### src/rtl/alu_seq_ctrl.sv
// Execute-stage sequencer for the 32-bit alu: issue, multiply hold, writeback.
// Define ALU_SEQ_COND_EN to enable condition-code evaluation against flags.
module alu_seq_ctrl #(
   parameter int WIDTH   = 32,
   parameter int MUL_LAT = 3
) (
   input  logic             clk,
   input  logic             rst,
   input  logic             req_valid,
   output logic             req_ready,
   input  logic [3:0]       req_opcode,
   input  logic [3:0]       req_cond,
   input  logic             req_s,
   input  logic [4:0]       req_sr_bit,
   input  logic [2:0]       req_sr_cont,
   input  logic [15:0]      req_imm,
   input  logic [3:0]       req_rd,
   input  logic [WIDTH-1:0] req_a,
   input  logic [WIDTH-1:0] req_b,
   output logic [WIDTH-1:0] alu_in1,
   output logic [WIDTH-1:0] alu_in2,
   output logic [3:0]       alu_opcode,
   output logic [3:0]       alu_cond,
   output logic [4:0]       alu_sr_bit,
   output logic [2:0]       alu_sr_cont,
   output logic             alu_s,
   output logic [15:0]      alu_imm,
   input  logic [WIDTH-1:0] alu_out,
   input  logic [3:0]       alu_flags,
   output logic             wb_valid,
   input  logic             wb_ready,
   output logic [WIDTH-1:0] wb_data,
   output logic [3:0]       wb_rd,
   output logic             wb_en,
   output logic [3:0]       flags,
   output logic             busy
);

   typedef enum logic [1:0] {IDLE, EXEC, MUL_WAIT, WB} state_t;

   localparam bit         MUL_MULTI = (MUL_LAT > 1);
   localparam logic [3:0] CNT_INIT  = 4'(MUL_LAT > 1 ? MUL_LAT - 2 : 0);

   state_t     state;
   state_t     state_nx;
   logic [3:0] cnt;
   logic [3:0] rd_q;
   logic       pass;
   logic       capture;
   logic       load_cnt;
   logic       accept;
   logic       is_mul;
   logic       wr_op;
   logic       flag_op;

   assign accept  = (state == IDLE) && req_valid;
   assign is_mul  = (alu_opcode == 4'b0010);
   assign wr_op   = (alu_opcode <= 4'd7) || (alu_opcode == 4'd13);
   assign flag_op = (alu_opcode <= 4'd5);

`ifdef ALU_SEQ_COND_EN
   // flags are {N,Z,C,V}
   always_comb begin
      pass = 1'b0;
      unique case (alu_cond)
         4'h0: pass = 1'b1;
         4'h1: pass = flags[2];
         4'h2: pass = !flags[2];
         4'h3: pass = flags[1];
         4'h4: pass = !flags[1];
         4'h5: pass = flags[3];
         4'h6: pass = !flags[3];
         4'h7: pass = flags[0];
         4'h8: pass = !flags[0];
         4'h9: pass = flags[1] && !flags[2];
         4'ha: pass = !flags[1] || flags[2];
         4'hb: pass = (flags[3] == flags[0]);
         4'hc: pass = (flags[3] != flags[0]);
         4'hd: pass = !flags[2] && (flags[3] == flags[0]);
         4'he: pass = flags[2] || (flags[3] != flags[0]);
         4'hf: pass = 1'b0;
      endcase
   end

   always_ff @(posedge clk or posedge rst) begin
      if (rst)
         alu_cond <= '0;
      else if (accept)
         alu_cond <= req_cond;
   end
`else
   assign pass     = 1'b1;
   assign alu_cond = '0;
`endif

   always_ff @(posedge clk or posedge rst) begin
      if (rst)
         state <= IDLE;
      else
         state <= state_nx;
   end

   always_comb begin
      state_nx = state;
      capture  = 1'b0;
      load_cnt = 1'b0;
      unique case (state)
         IDLE: begin
            if (req_valid)
               state_nx = EXEC;
         end
         EXEC: begin
            if (is_mul && pass && MUL_MULTI) begin
               load_cnt = 1'b1;
               state_nx = MUL_WAIT;
            end else begin
               capture  = 1'b1;
               state_nx = WB;
            end
         end
         MUL_WAIT: begin
            if (cnt == 4'd0) begin
               capture  = 1'b1;
               state_nx = WB;
            end
         end
         WB: begin
            if (wb_ready)
               state_nx = IDLE;
         end
      endcase
   end

   always_comb begin
      req_ready = (state == IDLE);
      busy      = (state != IDLE);
      wb_valid  = (state == WB);
   end

   always_ff @(posedge clk or posedge rst) begin
      if (rst) begin
         alu_in1     <= '0;
         alu_in2     <= '0;
         alu_opcode  <= '0;
         alu_sr_bit  <= '0;
         alu_sr_cont <= '0;
         alu_s       <= 1'b0;
         alu_imm     <= '0;
         rd_q        <= '0;
         cnt         <= '0;
         wb_data     <= '0;
         wb_rd       <= '0;
         wb_en       <= 1'b0;
         flags       <= '0;
      end else begin
         if (accept) begin
            alu_in1     <= req_a;
            alu_in2     <= req_b;
            alu_opcode  <= req_opcode;
            alu_sr_bit  <= req_sr_bit;
            alu_sr_cont <= req_sr_cont;
            alu_s       <= req_s;
            alu_imm     <= req_imm;
            rd_q        <= req_rd;
         end
         if (load_cnt)
            cnt <= CNT_INIT;
         else if (state == MUL_WAIT && cnt != 4'd0)
            cnt <= cnt - 4'd1;
         if (capture) begin
            wb_data <= alu_out;
            wb_rd   <= rd_q;
            wb_en   <= pass && wr_op;
            if (pass && alu_s && flag_op)
               flags <= alu_flags;
         end
      end
   end

endmodule
### config.mk
export PLATFORM = sky130hd
export DESIGN_NAME = alu_seq_ctrl
export DESIGN_NICKNAME = d
export VERILOG_FILES = /design/src/rtl/alu_seq_ctrl.sv
export SDC_FILE = /design/constraint.sdc
export NUM_CORES = 1
export LEC_CHECK = 0
export ABC_AREA = 1
export CAP_MARGIN = 20
export CORE_ASPECT_RATIO = 1.75
export CORE_MARGIN = 5
export CORE_UTILIZATION = 40
export CTS_CLUSTER_SIZE = 30
export DETAILED_ROUTE_END_ITERATION = 8
export GPL_TIMING_DRIVEN = 0
export PLACE_DENSITY = 0.78
export SLEW_MARGIN = 20
export SYNTH_ARGS = -nofsm -noshare
export SYNTH_HDL_FRONTEND = slang
export SYNTH_SLANG_ARGS = --single-unit
### constraint.sdc
create_clock -name clk -period 5.85 [get_ports clk]
set_input_delay 1.17 -clock clk [delete_from_list [all_inputs] [get_ports clk]]
set_output_delay 1.17 -clock clk [all_outputs]
set_load 0.02 [all_outputs]
==> results.cfg, run 1 <==
[synthesis]
ys_warn_count = 0
async_flop_share_pct = 100.0
synthTopCellsByArea = dfrtp_1, mux2_2, nand2_1
yosysTopAreaCell = dfrtp_1
ys_seq_area_share_pct = 63.20
synth_cell_types = 19
synth-seq-cells = 144
synth_edf_count = 0
syn_area_um2 = 5702
postSynthCellCount = 454
ys.flop_type = dfrtp_1
syn_area_per_cell_um2 = 12.56
yosysTopAreaCellShare_pct = 63.20

[route]
dr.first_iter.drc_count = 141
wl_per_cell_um = 17.72
drt-pass1-iter-count = 7
postRouteAntennaNets = 0
drc = 0
routed_wl_um = 16650
avgViaCountPerCell = 4.789
vias = 4502

[die]
die_width_um = 100.3
die_h_um = 167.9
die-area_um2 = 16840
rows = 57
core_um2 = 13980
initial_core_util_pct = 40.79
io_pins = 282

[clock_tree]
cts_max_path_buffers = 2
path_clk_slew_ns = 0.06
cts_setup_buffers = 0
cts-root-buf = clkbuf_16
ctsResizeCount = 0
tritoncts = done
ctsHoldBuffers = 0
clock-sinks = 144
worstSkewPairLatency_ns = 0.42
htree_levels = 4
numCtsBuffers = 17

[critical_path]
required_ns = 4.68
reg2reg_depth = 6
cp_max_fo = 4
crit_path_end_kind = primary output
crit_path_start = state[0]
path_class = flip-flop to primary output
cp.arrival_ns = 1.87
start_kind = flip-flop
reg2reg_from = state[0]
ff2ff_setup_slack_ns = 3.97

[placement]
gp_congestion = 0.7996
port_buffers = 273
place_area_um2 = 8702
dpl.hpwl_um = 13180

[sta]
clock.fmax_mhz = 329.5
fin_crit_sh_pct = 51.88
period_minus_slack_ns = 3.035
setup_violations = 0
hold_viol_final = 0
rsz0062_at_grt = false
slew_violations = 0
finClkSkew_ns = 0.009145

[layout]
drive_gt1_share_pct = 20.31
layout.nets = 897
syn_to_final_growth_pct = 62.76
nFillCells = 1045
postLayoutCellArea_um2 = 9280
diodes = 0

[global_routing]
grt_pass1_vias = 4988
grt_max_degree = 79
grt_overflow = 0
track_usage_pct = 20.05
antenna_found_initial = 0
grt_pass1_wl_um = 26230

[run]
cap_viol_max_count = 0

[outcome]
outcome = complete, no violations

[power_and_ir_drop]
power.density_nw_per_um2 = 614.7
p_leak_nw = 4.137
peakVddDrop_uv = 299.5
p_total_mw = 5.705

[min_path]
hold_start = wb_data[15]
worst_hold_path.num_cells = 2
hp-class = flip-flop to flip-flop
-- layer usage --
metal	vias up	share of wire (%)	GRT usage, %
met4	0	2.7	7.507
met3	29	6.9	6.377
met1	2173	36	21.20
met5	-	0	0
met2	196	54	36.42
li1	2104	-	-
-- synth_stat cells, types with 2 or more instances --
| cell | n |
|---|---|
| xor2_1 | 2 |
| nand3_1 | 44 |
| nand4_1 | 5 |
| dfrtp_1 | 144 |
| nand2_1 | 92 |
| mux2_2 | 93 |
| buf_6 | 2 |
| ha_1 | 6 |
| a21oi_1 | 7 |
| clkbuf_1 | 4 |
| nor2_1 | 6 |
| o21ai_0 | 7 |
| nand2_2 | 3 |
| inv_1 | 14 |
| buf_2 | 9 |
| buf_4 | 13 |
-- cells in the final DEF (no fill, tap or decap) --
| cell type | Yosys | layout |
|---|---|---|
| buf_4 | 13 | 13 |
| nor2_1 | 6 | 6 |
| inv_6 | 0 | 4 |
| nand2_1 | 92 | 92 |
| clkbuf_1 | 4 | 4 |
| dfrtp_1 | 144 | 144 |
| clkinvlp_4 | 0 | 5 |
| nand4_1 | 5 | 5 |
| nand2_2 | 3 | 3 |
| o21ai_0 | 7 | 7 |
| nand3_1 | 44 | 44 |
| clkdlybuf4s50_1 | 0 | 273 |
| nand3b_1 | 1 | 1 |
| mux2_2 | 93 | 93 |
| buf_2 | 9 | 9 |
| buf_16 | 0 | 1 |
| clkinv_4 | 0 | 2 |
| nor2_2 | 1 | 1 |
| ha_1 | 6 | 6 |
| clkbuf_16 | 0 | 17 |
| conb_1 | 1 | 4 |
| clkbuf_8 | 0 | 2 |
| inv_8 | 0 | 1 |
| clkinv_2 | 0 | 1 |
| xor2_1 | 2 | 2 |
| buf_6 | 2 | 2 |
| a21oi_1 | 7 | 7 |
| bufinv_16 | 0 | 1 |
| inv_1 | 14 | 13 |
-- final timing paths --
path	endpoint
setup reg to reg	alu_imm[1]
min in group asynchronous	alu_in1[17]
hold reg to reg	wb_data[15]
max in group asynchronous	alu_sr_bit[3]
setup / recovery	busy
hold / removal	wb_data[15]
-- where the power goes --
group	switching [mW]	internal (mW)
clock	0.427	0.613
combinational	1.48	1.40
sequential	0.269	1.51
total	2.18	3.52
-- layout make-up --
class | count | area [um2] | area share [%]
tap | 177 | 221.5 | 2.386
clock buffer | 19 | 452.9 | 4.881
clock inverter | 13 | 125.1 | 1.348
buffer | 28 | 180.2 | 1.941
multi-input combinational | 271 | 1877 | 20.22
sequential | 144 | 3603 | 38.83
inverter | 14 | 60.06 | 0.6472
timing repair buffer | 274 | 2760 | 29.74
-- through the flow --
step	setup WS [ns]	TNS, ns	cells	util [%]	hold slack, ns
floorplan	0.8137	0	457	-	0.4701
global placement	-0.9616	-136.67	907	62.00	0.4528
detailed placement	3.133	0	908	62.25	0.4579
CTS	2.784	0	940	66.39	0.4718
global route	2.725	0	940	66.39	0.4894
finish	2.815	0	940	66.39	0.4676
-- kinds of logic after synthesis --
family,count (synthesis),share of synthesized area (%)
mux,93,18.37
flops,144,63.20
compound gates,14,1.229
buf+inv,42,4.081
other cells,1,0.06577
simple gates,152,11.43
fa+ha+maj,6,1.317
xor+xnor,2,0.3073
-- state kept, by name, indices dropped and copies added (netlist names) --
register and flops:
alu_in2 32, alu_sr_cont 3, alu_sr_bit 5, rd_q 4, wb_data 32, flags 4, cnt 4, state 2
alu_imm 16, wb_rd 4, alu_in1 32, alu_opcode 4, alu_s 1, wb_en 1
-- critical path, cell delays in order, from the launching register on --
cell	delay, ns
dfrtp_1	0.40
inv_1	0.11
ha_1	0.26
inv_1	0.08
clkdlybuf4s50_1	0.61
(Power assumes the default switching activity.)
==> run 2: changes to the inputs <==
- CORE_UTILIZATION: 40 -> 37
- PLACE_DENSITY: 0.78 -> 0.76
- clock period: 5.85 -> 2.47 ns (I/O delays scaled with it)
==> run 2 against run 1 <==
  * Worst setup slack got worse by 2.7 ns
  * Non-clock buffer count up 3
  * Hold slack improved by 0.0048 ns
  * Register-to-register slack got worse by 3.4 ns
  * Combinational power increased by 140%
  * Critical endpoint is now req_ready
==> results.cfg, run 2 (same netlist as run 1, synthesis figures left out) <==
[critical_path]
path_depth = 3
required_ns = 1.98
crit_path_start = state[0]
ff2ff_setup_slack_ns = 0.53
cp_max_fo = 4
reg2reg_from = state[0]
start_kind = flip-flop
r2r-end = alu_imm[1]
endpoint = req_ready
reg2reg_depth = 6
critical-path-top-delay-family = buffers and inverters
max_stage_delay_ns = 0.63
path_class = flip-flop to primary output
crit_buf_inv = 2
cp.arrival_ns = 1.85
cpMaxStageDelayCell = clkdlybuf4s50_1
crit_path_end_kind = primary output
cp_cell_sequence = inv_1 > ha_1 > clkdlybuf4s50_1

[clock_tree]
ctsHoldBuffers = 0
numCtsBuffers = 17
cts_max_path_buffers = 2
path_clk_slew_ns = 0.07
cts-root-buf = clkbuf_16
worstSkewPairLatency_ns = 0.42
tritoncts = done
htree_levels = 4
clock-sinks = 144

[outcome]
outcome = complete, no violations

[die]
core_um2 = 15240
die_h_um = 174.2
initial_core_util_pct = 37.41
rows = 60
die-area_um2 = 18090
io_pins = 282
die_width_um = 103.8

[sta]
setup_tns_ns = 0
fin_crit_sh_pct = 95.07
max_slew_margin_pct = 56.52
finClkSkew_ns = 0.02169
period_minus_slack_ns = 2.348
slew_violations = 0
tightest_slew_ns = 0.6508
hold_viol_final = 0
clock.fmax_mhz = 425.9
rsz0062_at_grt = false
setup_violations = 0

[placement]
dpl.hpwl_um = 13470
gp_congestion = 0.8261
place_area_um2 = 8762
placed_cells = 920
port_buffers = 273

[global_routing]
track_usage_pct = 18.52
grt_overflow = 0
antenna_found_initial = 0
grt_pass1_wl_um = 26850
grt_pass1_vias = 5065
grt_max_degree = 36

[layout]
postLayoutCellArea_um2 = 9343
nFillCells = 1228
drive_gt1_share_pct = 20.50
top_regs = alu_in1: 32 flops, alu_in2: 32 flops, wb_data: 32 flops
syn_to_final_growth_pct = 63.86
diodes = 0
layout.nets = 900
layout_commonest_cell = clkdlybuf4s50_1
final_cell_mix = clkdlybuf4s50_1, dfrtp_1, mux2_2, nand2_1, nand3_1
instances_no_fill = 952

[power_and_ir_drop]
p_leak_nw = 4.162
p_total_mw = 13.58
peakVddDrop_uv = 695.5
power.density_nw_per_um2 = 1453

[min_path]
worst_hold_path.num_cells = 2
hp-class = flip-flop to flip-flop

[route]
vias = 4541
avgViaCountPerCell = 4.770
drc = 0
routed_wl_um = 16940
dr.first_iter.drc_count = 118
postRouteAntennaNets = 0
drt-pass1-iter-count = 4
wl_per_cell_um = 17.79

[run]
cap_viol_max_count = 0
run 2: metal layers:
| metal | GRT usage, % | share of wire (%) | vias up |
|---|---|---|---|
| met1 | 18.64 | 34 | 2201 |
| met2 | 34.64 | 56 | 207 |
| met4 | 7.726 | 2.7 | 0 |
| li1 | - | - | 2105 |
| met5 | 0 | 0 | - |
| met3 | 5.760 | 7.3 | 28 |
run 2: how the worst min path moves through the flow:
stage	end	startpoint	slack, ns
after global routing	wb_data[7]	wb_data[7]	0.49
after detailed placement	wb_data[7]	wb_data[7]	0.46
after floorplan	wb_rd[0]	rd_q[0]	0.47
after CTS	wb_data[7]	wb_data[7]	0.47
final	wb_data[21]	wb_data[21]	0.47
after global placement	wb_data[16]	wb_data[16]	0.46
run 2: cell type report:
type / count / area, um2 / share of cell area [%]
Sequential cell: 144 / 3603 / 38.57
Timing Repair Buffer: 277 / 2815 / 30.13
Multi-Input combinational cell: 271 / 1877 / 20.09
Clock buffer: 20 / 456.7 / 4.888
Tap cell: 186 / 232.7 / 2.491
Buffer: 28 / 180.2 / 1.928
Clock inverter: 12 / 121.4 / 1.299
Inverter: 14 / 56.30 / 0.6027
run 2: power by group:
| group | total (mW) | internal, mW | switching (mW) |
|---|---|---|---|
| sequential | 4.23 | 3.57 | 0.664 |
| combinational | 6.86 | 3.33 | 3.53 |
| clock | 2.49 | 1.46 | 1.03 |
| total | 13.6 | 8.36 | 5.22 |
run 2: worst min-delay path, stage by stage, from the launching register on:
cell and delay [ns]:
dfrtp_1 0.34, nand2_1 0.05, nand2_1 0.05
run 2: per-stage QoR:
stage          hold slack, ns  setup WS [ns]  utilization, %
2_1_floorplan          0.4701         0.1710               -
3_3_place_gp           0.4550        -0.9981           56.97
3_5_place_dp           0.4593         0.3370           57.50
4_1_cts                0.4742        0.05576           61.29
5_1_grt                0.4877        0.02362           61.31
6_report               0.4723         0.1219           61.31
run 2: timing repair:
action                     4_1_cts  5_1_grt
hold endpoints to repair         0        0
buffers inserted                 0        0
gates resized for setup          0        1
setup endpoints to repair        0        1
==> run 3: changes to the inputs <==
- ABC_AREA: 1 -> default
- CORE_UTILIZATION: 37 -> 36
- MAX_ROUTING_LAYER: default -> met4
- PLACE_DENSITY: 0.76 -> 0.74
==> run 3 against run 2 <==
  * Count of clock-buffer cells in the layout down 1
  * Critical endpoint is now busy
  * Maximum frequency up 0.87%
  * Non-clock buffer count down 10
  * Utilization down 0.87 points
  * Global-route usage down 0.95 points
==> results.cfg, run 3 <==
[outcome]
outcome = complete, no violations

[route]
drc = 0
postRouteAntennaNets = 0
dr.first_iter.drc_count = 70
vias = 3927
wl_per_cell_um = 18.77
avgViaCountPerCell = 4.647
routed_wl_um = 15860
drt-pass1-iter-count = 3

[synthesis]
ys_seq_area_share_pct = 63.52
postSynthCellCount = 346
synthTopCellsByArea = dfrtp_1, mux2_2, mux2_4
ys_warn_count = 0
synth_edf_count = 0
synth_cell_types = 32
yosysTopAreaCell = dfrtp_1
ys.flop_type = dfrtp_1
async_flop_share_pct = 100.0
synth-seq-cells = 144
syn_area_per_cell_um2 = 16.40
synth.top_cells.by_count = dfrtp_1, mux2_2, mux2_4
yosysMostFrequentCell = dfrtp_1
yosysTopAreaCellShare_pct = 63.52
syn_area_um2 = 5673

[clock_tree]
ctsHoldBuffers = 0
worstSkewPairLatency_ns = 0.41
cts-root-buf = clkbuf_16
cts_setup_buffers = 0
cts_max_path_buffers = 2
clock-sinks = 144
htree_levels = 4
numCtsBuffers = 17
tritoncts = done
path_clk_slew_ns = 0.06
ctsResizeCount = 0

[sta]
max_slew_margin_pct = 55.89
fin_crit_sh_pct = 94.25
setup_violations = 0
hold_viol_final = 0
tightest_slew_ns = 0.6603
clock.fmax_mhz = 429.6
finClkSkew_ns = 0.009125
slew_violations = 0
setup_tns_ns = 0
layout_setup_ws_ns = 0.1421
period_minus_slack_ns = 2.328
hold-worst-slack_ns = 0.5030
rsz0062_at_grt = false

[critical_path]
cp.arrival_ns = 1.83
path_class = flip-flop to primary output
cp_max_fo = 5
required_ns = 1.98
start_kind = flip-flop
crit_path_end_kind = primary output

[run]
cap_viol_max_count = 0

[min_path]
hp-class = flip-flop to flip-flop

[layout]
nFillCells = 1253
layout.nets = 792
final_cell_mix = clkdlybuf4s50_1, dfrtp_1, mux2_2, mux2_4, clkbuf_16
syn_to_final_growth_pct = 64.76
final_util_pct = 60.44
top_regs = alu_in1: 32 flops, alu_in2: 32 flops, wb_data: 32 flops
drive_gt1_share_pct = 29.18
layout_commonest_cell = clkdlybuf4s50_1

[global_routing]
grt_pass1_vias = 4475
track_usage_pct = 17.57
grt_max_degree = 36
antenna_found_initial = 1
grt_overflow = 0
grt_pass1_wl_um = 24480

[placement]
gp_congestion = 0.8127
place_ws_ns = 0.08772
port_buffers = 273
dpl.hpwl_um = 12580

[die]
rows = 60
die_width_um = 104.9
die-area_um2 = 18470
io_pins = 282
initial_core_util_pct = 36.68
die_h_um = 176.1
core_um2 = 15460

[power_and_ir_drop]
p_total_mw = 13.68
power.density_nw_per_um2 = 1463
p_leak_nw = 3.955
peakVddDrop_uv = 822.6
==> run 3: kinds of logic after synthesis <==
logic type               after synthesis  share of synthesized area, %
AO/OA/AOI/OAI                          8                         1.235
XOR/XNOR                               3                        0.4633
adder cells (fa/ha/maj)                6                         1.323
buffers and inverters                 25                         2.492
flip-flops                           144                         63.52
multiplexers                         138                         28.58
other                                  1                       0.06610
AND/OR/NAND/NOR                       21                         2.316
==> run 3: report_power, final <==
part           switching [mW]  internal, mW  total, mW  leakage (nW)
combinational            3.05          3.71       6.76          1.96
sequential              0.659          3.59       4.25          1.70
clock                    1.05          1.61       2.66         0.291
total                    4.76          8.91       13.7          3.95
==> run 3: worst max-delay path, stage by stage, from the launching register on <==
cell,delay (ns)
dfrtp_1,0.37
inv_1,0.11
ha_1,0.24
inv_1,0.08
clkdlybuf4s50_1,0.63
==> run 3: cell type report <==
| type | instances | area [um2] | share of cell area [%] |
|---|---|---|---|
| flip-flops and latches | 144 | 3603 | 38.55 |
| repair buffers | 277 | 2813 | 30.09 |
| multi-input cells | 180 | 1939 | 20.75 |
| clock buffers | 19 | 432.9 | 4.632 |
| well taps | 186 | 232.7 | 2.490 |
| clock inverters | 13 | 177.7 | 1.901 |
| plain buffers | 18 | 115.1 | 1.232 |
| inverters | 7 | 30.03 | 0.3213 |
| diodes | 1 | 2.502 | 0.02677 |
==> run 3: through the flow <==
stage	cell area, um2	instances
6_report	9346	845
5_1_grt	9346	845
4_1_cts	9344	844
3_5_place_dp	8733	812
3_3_place_gp	8653	808
2_1_floorplan	5688	349
==> run 3: worst paths after layout <==
kind                        startpoint           to  slack, ns  cells past startpoint
setup / recovery              state[0]         busy       0.14                      4
hold / removal             alu_in1[31]  alu_in1[31]       0.50                      1
setup reg to reg              state[0]   alu_in2[2]       0.34                      6
hold reg to reg            alu_in1[31]  alu_in1[31]       0.50                      1
max in group asynchronous          rst  wb_data[22]       1.11                      4
min in group asynchronous          rst   alu_in2[8]       0.52                      2
==> run 3: routing by layer <==
layer	share of wire [%]	track usage, %	vias up
met2	55	30.99	180
li1	-	-	1805
met1	36	18.32	1913
met5	0	-	-
met4	3.2	6.827	0
met3	6.4	5.086	29
